<file path="config.mk">
export PLATFORM = sky130hd
export DESIGN_NAME = uart_rx
export DESIGN_NICKNAME = d
export VERILOG_FILES = /design/src/rtl/uart_rx.sv
export SDC_FILE = /design/constraint.sdc
export NUM_CORES = 1
export LEC_CHECK = 0
export ABC_AREA = 1
export BUFFER_PORTS_ARGS = -buffer_cell sky130_fd_sc_hd__buf_4
export CAP_MARGIN = 20
export CORE_UTILIZATION = 45
export CTS_CLUSTER_SIZE = 8
export DETAILED_ROUTE_END_ITERATION = 10
export PLACE_DENSITY_LB_ADDON = 0.2
export SLEW_MARGIN = 20
export SYNTH_ARGS = -nofsm -noshare
export SYNTH_HDL_FRONTEND = slang
export SYNTH_SLANG_ARGS = --single-unit
</file>
<file path="constraint.sdc">
create_clock -name clock -period 1.9 [get_ports clock]
set_clock_uncertainty 0.1 [all_clocks]
set_input_delay 0.19 -clock clock [delete_from_list [all_inputs] [get_ports clock]]
set_output_delay 0.19 -clock clock [all_outputs]
set_load 0.02 [all_outputs]
</file>
<file path="src/rtl/uart_rx.sv">
// uart_rx: 8N1 serial receiver with a small receive FIFO.
// The line is resynchronized, each frame is sampled mid-bit, and completed
// bytes are queued; framing errors and FIFO overruns are held as sticky flags.
module uart_rx #(
    parameter int clks_per_bit = 172,
    parameter int fifo_depth   = 4
) (
    input  logic       clock,
    input  logic       reset,
    input  logic       rx,
    output logic [7:0] data,
    output logic       data_valid,
    input  logic       data_ready,
    output logic       frame_error,
    output logic       overrun,
    input  logic       clear
);

    localparam int CNT_W = $clog2(clks_per_bit + 1);
    localparam int PTR_W = $clog2(fifo_depth);
    localparam logic [CNT_W-1:0] CNT_FULL = CNT_W'(clks_per_bit);
    localparam logic [CNT_W-1:0] CNT_HALF = CNT_W'(clks_per_bit / 2);

    typedef enum logic [2:0] {
        IDLE,
        START,
        DATA,
        STOP,
        BREAK
    } state_t;

    state_t           state;
    logic [CNT_W-1:0] cnt;
    logic [2:0]       bit_idx;
    logic [7:0]       shreg;
    logic             rx_p0;
    logic             rx_s;

    logic [7:0]       mem [fifo_depth];
    logic [PTR_W:0]   wr_ptr;
    logic [PTR_W:0]   rd_ptr;
    logic             full;
    logic             pop;
    logic             push_evt;
    logic             frame_evt;
    logic             do_push;
    logic             overrun_evt;

    // Two-flop synchronizer; idles high so reset never looks like a start bit
    always_ff @(posedge clock) begin
        if (reset) begin
            rx_p0 <= 1'b1;
            rx_s  <= 1'b1;
        end else begin
            rx_p0 <= rx;
            rx_s  <= rx_p0;
        end
    end

    // Stop-bit sample point: a high line completes the byte, a low line is a framing error
    assign push_evt  = (state == STOP) && (cnt == CNT_FULL) && rx_s;
    assign frame_evt = (state == STOP) && (cnt == CNT_FULL) && !rx_s;

    // Frame decoder: qualify the start bit at mid-bit, then sample every full bit period
    always_ff @(posedge clock) begin
        if (reset) begin
            state   <= IDLE;
            cnt     <= '0;
            bit_idx <= '0;
        end else begin
            case (state)
                IDLE: begin
                    cnt     <= '0;
                    bit_idx <= '0;
                    if (!rx_s) state <= START;
                end
                START: begin
                    if (cnt == CNT_HALF) begin
                        cnt   <= '0;
                        state <= rx_s ? IDLE : DATA;
                    end else begin
                        cnt <= cnt + CNT_W'(1);
                    end
                end
                DATA: begin
                    if (cnt == CNT_FULL) begin
                        cnt     <= '0;
                        bit_idx <= bit_idx + 3'd1;
                        if (bit_idx == 3'd7) state <= STOP;
                    end else begin
                        cnt <= cnt + CNT_W'(1);
                    end
                end
                STOP: begin
                    if (cnt == CNT_FULL) begin
                        cnt   <= '0;
                        state <= rx_s ? IDLE : BREAK;
                    end else begin
                        cnt <= cnt + CNT_W'(1);
                    end
                end
                BREAK: begin
                    cnt <= '0;
                    if (rx_s) state <= IDLE;
                end
                default: state <= IDLE;
            endcase
        end
    end

    // Shift register collects data bits LSB first; pure datapath, no reset needed
    always_ff @(posedge clock) begin
        if (state == DATA && cnt == CNT_FULL) shreg <= {rx_s, shreg[7:1]};
    end

    // FIFO status: the extra pointer bit separates full from empty
    assign data_valid  = (wr_ptr != rd_ptr);
    assign full        = (wr_ptr[PTR_W] != rd_ptr[PTR_W]) &&
                         (wr_ptr[PTR_W-1:0] == rd_ptr[PTR_W-1:0]);
    assign pop         = data_valid && data_ready;
    assign do_push     = push_evt && (!full || pop);
    assign overrun_evt = push_evt && full && !pop;
    assign data        = data_valid ? mem[rd_ptr[PTR_W-1:0]] : 8'h00;

    // FIFO storage write; a slot freed by a same-cycle pop can be refilled at once
    always_ff @(posedge clock) begin
        if (do_push) mem[wr_ptr[PTR_W-1:0]] <= shreg;
    end

    // FIFO pointers; reset wins over any push or pop in the same cycle
    always_ff @(posedge clock) begin
        if (reset) begin
            wr_ptr <= '0;
            rd_ptr <= '0;
        end else begin
            if (do_push) wr_ptr <= wr_ptr + (PTR_W + 1)'(1);
            if (pop)     rd_ptr <= rd_ptr + (PTR_W + 1)'(1);
        end
    end

    // Sticky error flags; a new event in the same cycle as clear keeps the flag set
    always_ff @(posedge clock) begin
        if (reset) begin
            frame_error <= 1'b0;
            overrun     <= 1'b0;
        end else begin
            if (frame_evt)   frame_error <= 1'b1;
            else if (clear)  frame_error <= 1'b0;
            if (overrun_evt) overrun     <= 1'b1;
            else if (clear)  overrun     <= 1'b0;
        end
    end

endmodule

</file>
==> key figures <==
Critical path
  • Worst setup SP type: register
  • Reg2Reg Setup Slack: 0.16 ns
  • Req. time, crit path: 1.61 ns
  • Worst Setup End Kind: output port
  • Critical R2R Launch: cnt[1]
  • CP Class: reg -> out
  • CP max FO: 16
  • WP data arrival: 1.53 ns
  • R2R Path End: mem[0][6]
  • Reg2Reg Depth: 9

Clocking
  • Max clock buf depth: 2
  • CTS tree: yes
  • CTS H-Tree Depth: 3
  • CTS sink cnt: 66
  • Reg clk slew, reported paths: 0.07 ns
  • CTS Buf Count: 9
  • CTS Root Cell: clkbuf_8
  • Worst skew pair latency: 0.33 ns

Die
  • Die height: 83.2 µm
  • Die footprint: 0.00692 mm²
  • Starting density of the core: 0.467
  • Core Box Area: 0.00635 mm²
  • # rows: 29
  • Chip Width: 83.2 µm
  • # IOs: 16

STA
  • Fraction of the cycle the final worst path needs: 0.958
  • Final Hold Viols: 0
  • Max frequency: 549 MHz
  • # setup viols final: 0
  • Final Max Slew Viols: 0
  • Worst Max-Slew Pin Slew: 0.333 ns
  • Worst slew margin: 0.776
  • Final Critical Period: 1.82 ns
  • Hold slack: 0.0239 ns

Cells and area
  • Nets: 361
  • Final instance area: 0.00347 mm²
  • Synthesis-to-finish area growth: 17.0%
  • Layout cells sized above 1: 0.188
  • Fillers: 565
  • Finished Layout Cells: 428
  • Inserted Diodes: 0

Global routing
  • Global-route wire length before repair: 8680 µm
  • Total congestion overflow: 0
  • Antenna violations before repair: 0
  • Largest net degree at the start of global routing: 17
  • Number of global-route vias before repair: 1,915
  • Gr usage total: 0.162

Place
  • PortBufs: 15
  • HPWL after DPL: 3760 µm
  • Placed cell count: 409
  • Placed cell area: 0.00320 mm²
  • Gpl congestion: 0.863

Logic synthesis
  • #FFs+latches synth: 66
  • Post-Syn Instances: 316
  • Post-synth cell types: 24
  • Net count after synthesis: 331
  • Post-Syn Area: 0.00297 mm²
  • Syn Area/Cell: 9.39 µm²
  • Seq/Total Area, Yosys: 0.580
  • Warnings, synthesis: 0

Pwr
  • Worst IR drop on VDD: 0.841 mV
  • Power Density: 944 mW/mm²
  • LEAKAGE: 1.43 nW

Route
  • WL/cell: 12.8 µm
  • Remaining DRCs: 0
  • Final WL: 5490 µm
  • Number of routed nets with antenna violations: 0
  • Via count: 2,105
  • Vias per cell: 4.92
  • DR iter-0 viols: 104
  • Pre-Repair DR Iteration Count: 4

Worst hold path
  • WHS Endpoint: overrun
  • Worst hold stages: 4
  • Type of the tightest min-delay check: in -> reg
  • Hold path startpoint: clear

Outcome
  • Status: finished, final reports clean

Flow run
  • Max-Cap Viols: 0
[kinds of logic (layout without fill, tap and decap cells)]
group,Yosys count,after routing,synth area share
AND/OR/NAND/NOR,151,151,0.224
flip-flops,66,66,0.580
buffers and inverters,51,86,0.0687
AO/OA/AOI/OAI,33,33,0.0696
adder cells (fa/ha/maj),10,10,0.0422
XOR/XNOR,5,5,0.0148
[flip-flops by register name (all words and copies together) (netlist names), named ones only]
register	count
cnt	8
frame_error	1
rd_ptr	3
overrun	1
bit_idx	3
wr_ptr	3
rx_p0	1
shreg	8
rx_s	1
state	3
mem	32
[stage by stage]
stage | power (W) | setup slack, ns | util | setup TNS, ns
finish | 0.00328 | 0.0793 | 0.547 | 0
CTS | 0.00330 | -0.0108 | 0.538 | -0.0218
detailed placement | 0.00220 | 0.0622 | 0.504 | 0
global placement | 0.00220 | 0.107 | 0.504 | 0
global route | 0.00345 | -0.0386 | 0.547 | -0.0386
floorplan | 0.00210 | -0.0908 | - | -2.90
[synth_stat cells, drive strengths merged]
cell type | instances | area, µm²
o32ai | 8 | 70.1
inv | 43 | 161
o21ai | 14 | 81.3
nand3 | 15 | 85.1
or2 | 2 | 12.5
nand2 | 67 | 267
dfxtp | 26 | 521
ha | 10 | 125
xor2 | 5 | 43.8
edfxtp | 40 | 1200
nand4 | 5 | 31.3
clkbuf | 2 | 7.51
buf | 6 | 35.0
a21oi | 11 | 55.1
and3 | 1 | 6.26
nor2 | 59 | 254
nor3 | 2 | 10.0
[cells in the final DEF, fill, tap and decap left out, types with 7 or more instances in the layout]
cell / Yosys / routed
inv_1: 42 / 40
a21oi_1: 11 / 11
o32ai_1: 8 / 7
edfxtp_1: 40 / 40
nand3_1: 13 / 13
buf_4: 2 / 23
clkbuf_8: 0 / 9
o21ai_0: 13 / 13
nor2_1: 54 / 52
nand2_1: 61 / 60
dfxtp_1: 26 / 21
ha_1: 10 / 10
[layout make-up]
| class | instances | area (µm²) | share of cell area |
|---|---|---|---|
| clock buffer | 10 | 128 | 0.0368 |
| multi-input combinational | 199 | 1070 | 0.308 |
| clock inverter | 6 | 57.6 | 0.0166 |
| tap | 77 | 96.3 | 0.0277 |
| timing repair buffer | 27 | 224 | 0.0645 |
| sequential | 66 | 1730 | 0.498 |
| inverter | 43 | 165 | 0.0476 |
[routing by layer]
| layer | vias to the layer above | share of wire | wire length, µm | track usage |
|---|---|---|---|---|
| met1 | 956 | 0.48 | 2640 | 0.214 |
| met2 | 45 | 0.46 | 2510 | 0.252 |
| met4 | 0 | 0.025 | 137 | 0.0940 |
| met3 | 14 | 0.036 | 197 | 0.0278 |
| li1 | 1090 | - | - | - |
| met5 | - | 0 | 0 | 0 |
[power breakdown]
part | total [W] | switching [W] | leakage [nW] | internal (W)
registers | 0.00162 | 0.0000713 | 0.573 | 0.00155
clock network | 0.00110 | 0.000502 | 0.0874 | 0.000595
logic | 0.000559 | 0.000367 | 0.769 | 0.000192
[what timing repair did]
item | 4_1_cts | 5_1_grt
hold buffers | 2 | 0
pin swaps | 0 | 0
resized for setup | 4 | 12
buffers inserted | 0 | 1
endpoints found under the hold margin | 6 | 0
gates cloned | 0 | 0
setup endpoints to repair | 9 | 44
[how the worst max path moves through the flow]
stage                      to      from  cells after the start
floorplan           mem[0][0]    cnt[0]                      8
global placement    mem[0][0]    cnt[0]                      9
detailed placement  mem[3][6]    cnt[0]                      9
CTS                   data[5]  register                      6
global route          data[5]  register                      6
finish                data[5]  register                      6
[worst max-delay path, stage by stage, from the launching register on]
cell	delay, ns
dfxtp_2	0.35
buf_6	0.15
o21ai_0	0.31
o32ai_2	0.14
nand2_1	0.07
inv_1	0.04
buf_4	0.14
(Power assumes the default switching activity.)
